### config.mk
export PLATFORM = sky130hd
export DESIGN_NAME = sram_like_arbiter
export DESIGN_NICKNAME = d
export VERILOG_FILES = /design/src/rtl/sram_like_arbiter_pkg.sv /design/src/rtl/sram_like_arbiter_tag_fifo.sv /design/src/rtl/sram_like_arbiter.sv
export SDC_FILE = /design/constraint.sdc
export NUM_CORES = 1
export LEC_CHECK = 0
export ABC_AREA = 1
export CORE_AREA = 2 2 123 125
export CTS_BUF_LIST = sky130_fd_sc_hd__clkbuf_4 sky130_fd_sc_hd__clkbuf_8
export CTS_CLUSTER_SIZE = 8
export DETAILED_ROUTE_END_ITERATION = 7
export DIE_AREA = 0 0 125 127
export PLACE_DENSITY = 0.68
export SLEW_MARGIN = 20
export SYNTH_ARGS = -nofsm -noshare
export SYNTH_HDL_FRONTEND = slang
export SYNTH_SLANG_ARGS = --single-unit
### constraint.sdc
create_clock -name clk -period 2 [get_ports clk]
set_input_delay 0.5 -clock clk [delete_from_list [all_inputs] [get_ports clk]]
set_output_delay 0.5 -clock clk [all_outputs]
set_load 0.005 [all_outputs]
### src/rtl/sram_like_arbiter_pkg.sv
// Shared definitions for the sram-like arbiter slice.
// Provides the port-source encoding used for tags and owner, the default
// outstanding-transaction depth, the packed request bundle and the lock
// state type used by the top-level FSM.
package sram_like_arbiter_pkg;

   // Source encoding for the FIFO tags and the lock owner.
   localparam logic SRC_INST = 1'b0;
   localparam logic SRC_DATA = 1'b1;

   // Default number of accepted-but-unanswered transactions.
   localparam int DEFAULT_MAX_OUT = 4;

   // Widths of the sram-like request fields.
   localparam int WR_W   = 1;
   localparam int SIZE_W = 2;
   localparam int STRB_W = 4;
   localparam int ADDR_W = 32;
   localparam int DATA_W = 32;
   localparam int REQ_W  = WR_W + SIZE_W + STRB_W + ADDR_W + DATA_W;

   // Everything that travels downstream with a request, in one bundle.
   typedef struct packed {
      logic              wr;
      logic [SIZE_W-1:0] size;
      logic [STRB_W-1:0] wstrb;
      logic [ADDR_W-1:0] addr;
      logic [DATA_W-1:0] wdata;
   } req_t;

   // Lock FSM: IDLE picks a winner freely, HOLD pins the downstream request.
   typedef enum logic {
      LOCK_IDLE = 1'b0,
      LOCK_HOLD = 1'b1
   } lock_state_t;

endpackage

### src/rtl/sram_like_arbiter_tag_fifo.sv
// Tag FIFO recording which port issued each accepted transaction, so that
// in-order responses can be steered back to the right port.
// Ports:
//   clk, resetn      clock, asynchronous active-low reset
//   push, push_tag   write one tag (ignored while full)
//   pop              retire the head tag (ignored while empty)
//   full, empty      occupancy flags
//   head             tag at the read pointer
//   count            number of tags stored (0..DEPTH)
module tag_fifo #(
   parameter int DEPTH = 4
) (
   input  logic                   clk,
   input  logic                   resetn,
   input  logic                   push,
   input  logic                   push_tag,
   input  logic                   pop,
   output logic                   full,
   output logic                   empty,
   output logic                   head,
   output logic [$clog2(DEPTH):0] count
);

   localparam int PW = $clog2(DEPTH);
   localparam logic [PW-1:0] PTR_ONE  = PW'(1);
   localparam logic [PW:0]   CNT_ONE  = (PW+1)'(1);
   localparam logic [PW:0]   CNT_FULL = (PW+1)'(DEPTH);

   logic [DEPTH-1:0] tags;
   logic [PW-1:0]    rd_ptr;
   logic [PW-1:0]    wr_ptr;
   logic             do_push;
   logic             do_pop;

   assign full    = (count == CNT_FULL);
   assign empty   = (count == '0);
   assign head    = tags[rd_ptr];
   assign do_push = push & ~full;
   assign do_pop  = pop & ~empty;

   // Pointers wrap naturally because DEPTH is a power of two. A push and a
   // pop in the same cycle advance both pointers and leave count unchanged.
   always_ff @(posedge clk or negedge resetn) begin
      if (!resetn) begin
         tags   <= '0;
         rd_ptr <= '0;
         wr_ptr <= '0;
         count  <= '0;
      end else begin
         if (do_push) begin
            tags[wr_ptr] <= push_tag;
            wr_ptr       <= wr_ptr + PTR_ONE;
         end
         if (do_pop) begin
            rd_ptr <= rd_ptr + PTR_ONE;
         end
         case ({do_push, do_pop})
            2'b10:   count <= count + CNT_ONE;
            2'b01:   count <= count - CNT_ONE;
            default: count <= count;
         endcase
      end
   end

endmodule

### src/rtl/sram_like_arbiter.sv
// Shares one sram-like memory port between the core's instruction and data
// ports. Picks a requester, keeps the chosen request stable downstream until
// it is accepted, and steers in-order responses back to the issuing port.
// Ports:
//   clk, resetn                 clock, asynchronous active-low reset
//   inst_* / data_*             upstream sram-like request/response ports
//   m_*                         shared downstream sram-like port
//   resp_err                    sticky: a response arrived with nothing outstanding
module sram_like_arbiter
   import sram_like_arbiter_pkg::*;
#(
   parameter int MAX_OUT    = DEFAULT_MAX_OUT,
   parameter bit DATA_FIRST = 1'b1
) (
   input  logic        clk,
   input  logic        resetn,
   input  logic        inst_req,
   input  logic        inst_wr,
   input  logic [1:0]  inst_size,
   input  logic [3:0]  inst_wstrb,
   input  logic [31:0] inst_addr,
   input  logic [31:0] inst_wdata,
   output logic        inst_addr_ok,
   output logic        inst_data_ok,
   output logic [31:0] inst_rdata,
   input  logic        data_req,
   input  logic        data_wr,
   input  logic [1:0]  data_size,
   input  logic [3:0]  data_wstrb,
   input  logic [31:0] data_addr,
   input  logic [31:0] data_wdata,
   output logic        data_addr_ok,
   output logic        data_data_ok,
   output logic [31:0] data_rdata,
   output logic        m_req,
   output logic        m_wr,
   output logic [1:0]  m_size,
   output logic [3:0]  m_wstrb,
   output logic [31:0] m_addr,
   output logic [31:0] m_wdata,
   input  logic        m_addr_ok,
   input  logic        m_data_ok,
   input  logic [31:0] m_rdata,
   output logic        resp_err
);

   req_t        inst_bundle;
   req_t        data_bundle;
   req_t        sel_bundle;
   lock_state_t lock_state;
   logic        owner;
   logic        sel;
   logic        sel_req;
   logic        acc;
   logic        fifo_full;
   logic        fifo_empty;
   logic        fifo_head;
   logic        resp_valid;
   logic [$clog2(MAX_OUT):0] fifo_count;

   assign inst_bundle = {inst_wr, inst_size, inst_wstrb, inst_addr, inst_wdata};
   assign data_bundle = {data_wr, data_size, data_wstrb, data_addr, data_wdata};

   // While locked the owner keeps the port; otherwise the sole requester
   // wins, and a tie goes to the DATA_FIRST choice.
   always_comb begin
      sel = SRC_INST;
      if (lock_state == LOCK_HOLD) begin
         sel = owner;
      end else if (inst_req && data_req) begin
         sel = DATA_FIRST ? SRC_DATA : SRC_INST;
      end else if (data_req) begin
         sel = SRC_DATA;
      end else begin
         sel = SRC_INST;
      end
   end

   assign sel_req    = (sel == SRC_DATA) ? data_req : inst_req;
   assign sel_bundle = (sel == SRC_DATA) ? data_bundle : inst_bundle;

   // resetn gates the combinational handshakes so nothing leaks out while
   // the block is held in reset.
   assign m_req   = sel_req & ~fifo_full & resetn;
   assign acc     = m_req & m_addr_ok;
   assign m_wr    = sel_bundle.wr;
   assign m_size  = sel_bundle.size;
   assign m_wstrb = sel_bundle.wstrb;
   assign m_addr  = sel_bundle.addr;
   assign m_wdata = sel_bundle.wdata;

   assign inst_addr_ok = acc & (sel == SRC_INST);
   assign data_addr_ok = acc & (sel == SRC_DATA);

   // Responses are matched against the tag recorded at the time of accept;
   // a tag pushed this same cycle is not visible yet, so an empty FIFO
   // never claims a response.
   assign resp_valid   = m_data_ok & (fifo_count != '0) & resetn;
   assign inst_data_ok = resp_valid & (fifo_head == SRC_INST);
   assign data_data_ok = resp_valid & (fifo_head == SRC_DATA);
   assign inst_rdata   = m_rdata;
   assign data_rdata   = m_rdata;

   // Lock FSM: once a request is shown downstream and not taken, pin the
   // selection on its owner until it is accepted.
   always_ff @(posedge clk or negedge resetn) begin
      if (!resetn) begin
         lock_state <= LOCK_IDLE;
         owner      <= SRC_INST;
      end else begin
         case (lock_state)
            LOCK_IDLE: begin
               if (m_req && !m_addr_ok) begin
                  lock_state <= LOCK_HOLD;
                  owner      <= sel;
               end
            end
            LOCK_HOLD: begin
               if (acc) begin
                  lock_state <= LOCK_IDLE;
               end
            end
            default: lock_state <= LOCK_IDLE;
         endcase
      end
   end

   // Sticky error for a response that has no transaction to belong to.
   always_ff @(posedge clk or negedge resetn) begin
      if (!resetn) begin
         resp_err <= 1'b0;
      end else if (m_data_ok && fifo_empty) begin
         resp_err <= 1'b1;
      end
   end

   tag_fifo #(
      .DEPTH (MAX_OUT)
   ) u_tag_fifo (
      .clk      (clk),
      .resetn   (resetn),
      .push     (acc),
      .push_tag (sel),
      .pop      (m_data_ok),
      .full     (fifo_full),
      .empty    (fifo_empty),
      .head     (fifo_head),
      .count    (fifo_count)
   );

endmodule

Word-level counts from Yosys, hierarchy flattened
Cells that the tools add are included.
{"block": "op_classes", "reduce_logical": 9, "eq_ne": 3, "div": 0, "bitwise": 16, "n_shift": 0, "addsub": 4, "multipliers": 0, "mux": 14, "order_cmp": 3}
{"cell": "71-bit two-way mux", "count": 1}
{"cell": "1-bit AND", "count": 11}
{"cell": "1-bit two-way mux", "count": 8}
{"cell": "2-bit by 3-bit less-than comparator with 1-bit output (second input constant)", "count": 2}
{"cell": "3-bit one-hot mux with 2 select lines", "count": 1}
{"cell": "1-bit inverter", "count": 5}
{"cell": "2-bit by 1-bit adder with 2-bit output (second input constant)", "count": 2}
{"cell": "4-bit bitwise mux", "count": 1}
{"cell": "1-bit logical AND", "count": 4}
{"cell": "3-bit by 1-bit adder with 3-bit output (second input constant)", "count": 1}
{"cell": "3-bit equality test (second input constant)", "count": 1}
{"cell": "3-bit zero test", "count": 1}
{"cell": "3-bit nonzero test", "count": 1}
{"cell": "3-bit by 1-bit subtractor with 3-bit output (second input constant)", "count": 1}
{"cell": "1-bit binary-select mux with 2-bit select", "count": 1}
{"cell": "1-bit demux with 2-bit select", "count": 1}
{"cell": "2-bit by 1-bit equality test with 1-bit output (second input constant)", "count": 1}
{"cell": "2-bit equality test (second input constant)", "count": 1}
{"cell": "2-bit by 1-bit >= comparator with 1-bit output (second input constant)", "count": 1}
{"cell": "1-bit one-hot mux with 2 select lines", "count": 1}
{"cell": "2-bit AND reduction", "count": 1}
{"cell": "2-bit nonzero test", "count": 1}
{"cell": "1-bit zero test", "count": 1}
{"block": "word_totals", "mem_count": 0, "input_bits": 180, "latch_bits": 0, "elab_cells": 56, "ramBits": 0, "rom_bits": 0, "out_inout_bits": 141, "regBits": 14}

Logic depth before layout (Yosys ltp)
{"block": "depth", "ltp_word": 10, "depth_mapped": 12, "depth_no_buf": 12}

Cells and area by module
From an unflattened synthesis, not the netlist that was laid out.
{"block": "unflattened", "hier_cells": 410, "hier_area_um2": 2326.0}
{"module": "sram_like_arbiter", "seq_area_each_um2": 75.1, "area_each_um2": 1657.8, "cells_per_inst": 327, "n_inst": 1}
{"module": "tag_fifo", "seq_area_each_um2": 275.3, "area_each_um2": 668.1, "cells_per_inst": 83, "n_inst": 1}

Worst setup path after synthesis
OpenSTA, ideal clock, no wires.
{"block": "synth_path", "path_kind": "input to register", "start": "in data_req", "end": "reg u_tag_fifo.count[2]", "required_ps": 1869, "path_buffers": 0, "arrival_ps": 1850, "stages": 11, "slack_ps": 19, "setup_time_ps": 131, "path_cell_list": "inv_1 > nand3_1 > nand3_1 > nor2_4 > nand2_1 > ha_1 > inv_1 > fa_1 > a21oi_1 > o21ai_0 > xor2_1"}
{"block": "synth_between", "elab_chain_cells": 10, "elab_cells_between_ends": 13, "cone_classes": "eq/ne: 2; mux: 5; bitwise: 4; reduce/logical: 2"}
{"element": "start, declared", "line_no": "sram_like_arbiter.sv:26", "rtl": "input logic data_req,"}
{"element": "1-bit two-way mux or 1-bit logical AND (tied branches)", "line_no": "sram_like_arbiter.sv:72, sram_like_arbiter.sv:70"}
{"element": "1-bit two-way mux", "line_no": "sram_like_arbiter.sv:70", "rtl": "end else if (inst_req && data_req) begin"}
{"element": "1-bit two-way mux", "line_no": "sram_like_arbiter.sv:68", "rtl": "if (lock_state == LOCK_HOLD) begin"}
{"element": "1-bit two-way mux (*)", "line_no": "sram_like_arbiter.sv:79", "rtl": "assign sel_req = (sel == SRC_DATA) ? data_req : inst_req;"}
{"element": "1-bit AND (*) (2 in series)", "line_no": "sram_like_arbiter.sv:84", "rtl": "assign m_req = sel_req & ~fifo_full & resetn;"}
{"element": "1-bit AND (*)", "line_no": "sram_like_arbiter.sv:85", "rtl": "assign acc = m_req & m_addr_ok;"}
{"element": "1-bit AND (*)", "line_no": "sram_like_arbiter_tag_fifo.sv:38", "rtl": "assign do_push = push & ~full;"}
{"element": "2-bit by 1-bit equality test with 1-bit output or 2-bit equality test (tied branches)", "line_no": "sram_like_arbiter_tag_fifo.sv:57", "rtl": "case ({do_push, do_pop})"}
{"element": "3-bit one-hot mux with 2 select lines or 2-bit nonzero test (tied branches)"}
{"element": "end signal, assigned", "line_no": "sram_like_arbiter_tag_fifo.sv:58", "rtl": "2'b10: count <= count + CNT_ONE;"}
{"element": "end signal, assigned", "line_no": "sram_like_arbiter_tag_fifo.sv:59", "rtl": "2'b01: count <= count - CNT_ONE;"}
{"element": "end signal, assigned", "line_no": "sram_like_arbiter_tag_fifo.sv:60", "rtl": "default: count <= count;"}
{"element": "end, declared", "line_no": "sram_like_arbiter_tag_fifo.sv:21", "rtl": "output logic [$clog2(DEPTH):0] count"}
Mark *: on every way between the ends. The rest lies on a longest branch, timed or not.
A chain may end at the register's enable or synchronous reset.

==> impl_metrics.ini <==
[synth]
ys_warn_count = 0
yosysTopAreaCell = nand2_1
syn_inst = 397
synth_seq_cells = 14
syn_area_um2 = 2207
syn_nets = 583
synth_top_area_frac = 0.4133
synth_area_leaders = nand2_1 41%, buf_4 23%, dfrtp_1 16%
syn_area_per_cell_um2 = 5.559
synth.distinct_cells = 23
yosysSeqAreaShare = 0.1587

[setup_path]
end_kind = output port
required_ps = 1500
cp-start-kind = register
worstPathBufferInverterCount = 6
cp.arrival_ps = 1660
critPathMaxStageDelay_ps = 440
rr_worst_depth = 13
critical_path_peak_fanout = 7
crit_family = buffers and inverters
cp_common_cell = buf_12
worstReg2RegEnd = u_tag_fifo.count[2]$_DFFE_PN0P_
critPathKind = reg -> out
path_cells = inv_4 > nand2_4 > nand2_8 > buf_12 > buf_12 > buf_8 > buf_6 > nand2_2 > nand2_1 > buf_2
cp_slowest_cell = dfrtp_2
worst-r2r-setup-slack_ps = -50

[floorplanning]
fp.dieH_um = 127
dieArea_um2 = 15880
boundaryPins = 321
core_um2 = 14420
row_count = 44
die_width_um = 125
start_util = 0.1530

[global_routing]
grt_pass1_wl_um = 17850
grt_max_degree = 16
antenna_found_initial = 0
grt_pass1_vias = 3265
grt_usage = 0.1432
overflow = 0

[detailed_routing]
drt_iter0_drc = 92
final_antenna_net_count = 0
vias = 3273
wire_per_inst_um = 15.08
dr.pass1.iters = 4
drc = 0
wl_um = 12420
viasPerCell = 3.972

[finish]
nNetsFinal = 828
antennaDiodeCount = 0
drive_gt1_frac = 0.4375
regArea_um2 = 352.8
layout_commonest_cell = nand2_1
syn2layout_area_growth_pct = 146.1
multi_input_area_um2 = 1607
design_area_um2 = 5433
finish.utilization = 0.3766
nFillCells = 1485
final_cell_mix = 156 x nand2_1, 144 x clkdlybuf4s50_1, 70 x nand2_2

[sta]
skew_ps = 0.6498
fin_ws_ps = -156.7
tightestPinTransition_ps = 241.9
final-max-slew-violation-count = 0
final.min_clock_period_ps = 2157
max_slew_margin = 0.8382
setup_viol = 60
hold_viol_final = 0
whs_ps = 476.2
min_period_over_period = 1.078
clock.fmax_mhz = 463.7
grt_setup_unrepaired = yes

[flow_run]
cap_violations = 0

[power_and_ir_drop]
ir_drop_mv = 0.4973
finalPower_w = 0.007825
leakagePower_nw = 2.773
power.density_nw_per_um2 = 1440

[placement]
gp_congestion = 0.7124
dpl.hpwl_um = 8204
portBuffers = 224
dp_slack_ps = -719.8
postPlaceCellArea_um2 = 4395

[cts]
clkSinkCount = 14
htreeDepth = 1
path_clk_slew_ps = 60
insertion_delay_ps = 240
clock-root-buffer = clkbuf_8
cts_made_buffers = 3
cts_tree = yes
cts_buffer_depth = 2

[outcome]
outcome = finished, violations left
violations = setup timing

[worst_hold_path]
hp-class = in -> async
==> synth_stat cells <==
library cell / number
clkbuf_1: 4
buf_4: 69
a31o_2: 1
nand3_1: 8
a21boi_0: 1
nand2_4: 1
o21ai_0: 2
nor2_4: 2
ha_1: 5
o21ai_1: 1
buf_6: 1
nand4_1: 4
nand2_1: 243
inv_2: 1
xnor2_1: 1
buf_2: 8
nor2_1: 9
inv_1: 12
a21oi_1: 4
nand2_2: 3
dfrtp_1: 14
xor2_1: 2
fa_1: 1
==> per-layer routing <==
| layer | up-vias | routed length [um] | global-route usage |
|---|---|---|---|
| li1 | 1621 | - | - |
| met1 | 1433 | 4943 | 0.1714 |
| met2 | 183 | 6066 | 0.2522 |
| met3 | 36 | 971 | 0.03350 |
| met4 | 0 | 443 | 0.04967 |
| met5 | - | 0 | 0 |
==> worst register-to-register path, delay by kind of cell (launching register included) <==
kind                       cells  cell delay [ps]
buffers and inverters          3              210
xor gates and xnor gates       1              140
and+or+nand+nor                5              470
DFF                            1              440
AOI/OAI and AO/OA              2              210
adders and majority gates      2              460
==> area by class of cell <==
class / instances / share of cell area
clock buffer: 3 / 0.007600
timing repair buffer: 322 / 0.5795
sequential: 14 / 0.06495
tap: 184 / 0.04238
multi-input combinational: 288 / 0.2957
inverter: 13 / 0.009903
==> report_power, final <==
part	internal [W]	total (W)	leakage [nW]	switching [W]
Sequential	0.000417	0.000538	0.166	0.000121
Clock	0.000133	0.000228	0.0216	0.0000952
Combinational	0.00401	0.00706	2.59	0.00305
==> worst max-delay path by stage <==
stage | startpoint | end | slack, ps | cells after the start
CTS | register | m_wdata[26] | -210 | 8
floorplan | data_req | u_tag_fifo.count[2]$_DFFE_PN0P_ | 20 | 11
global placement | data_req | data_addr_ok | -760 | 8
detailed placement | data_req | data_addr_ok | -720 | 8
finish | register | m_addr[9] | -160 | 10
global route | register | m_addr[9] | -240 | 10
==> kinds of logic (layout without fill, tap and decap cells) <==
kind of cell | after synthesis | count (layout) | share of synthesized area
fa+ha+maj | 6 | 6 | 0.03742
flops | 14 | 14 | 0.1587
compound gates | 9 | 9 | 0.02324
simple gates | 270 | 270 | 0.4819
xor+xnor | 3 | 3 | 0.01191
buf+inv | 95 | 338 | 0.2868
==> state kept, by name, summed over array words and instances (netlist names), named ones only <==
name / cells
u_tag_fifo.wr_ptr: 2
u_tag_fifo.rd_ptr: 2
resp_err: 1
u_tag_fifo.tags: 4
owner: 1
u_tag_fifo.count: 3
==> repair_timing <==
item	CTS	global route
setup buffers	49	18
hold buffers	0	0
hold endpoints to repair	0	0
gates resized for setup	401	91
gates cloned	11	2
pin swaps	41	25
endpoints found under the setup margin	79	78
==> metrics by stage <==
stage	instances	TNS, ps
6_report	824	-3205
5_1_grt	824	-8534
3_5_place_dp	753	-47380
3_3_place_gp	753	-48450
2_1_floorplan	397	0
4_1_cts	816	-7436
(Power assumes the default switching activity.)
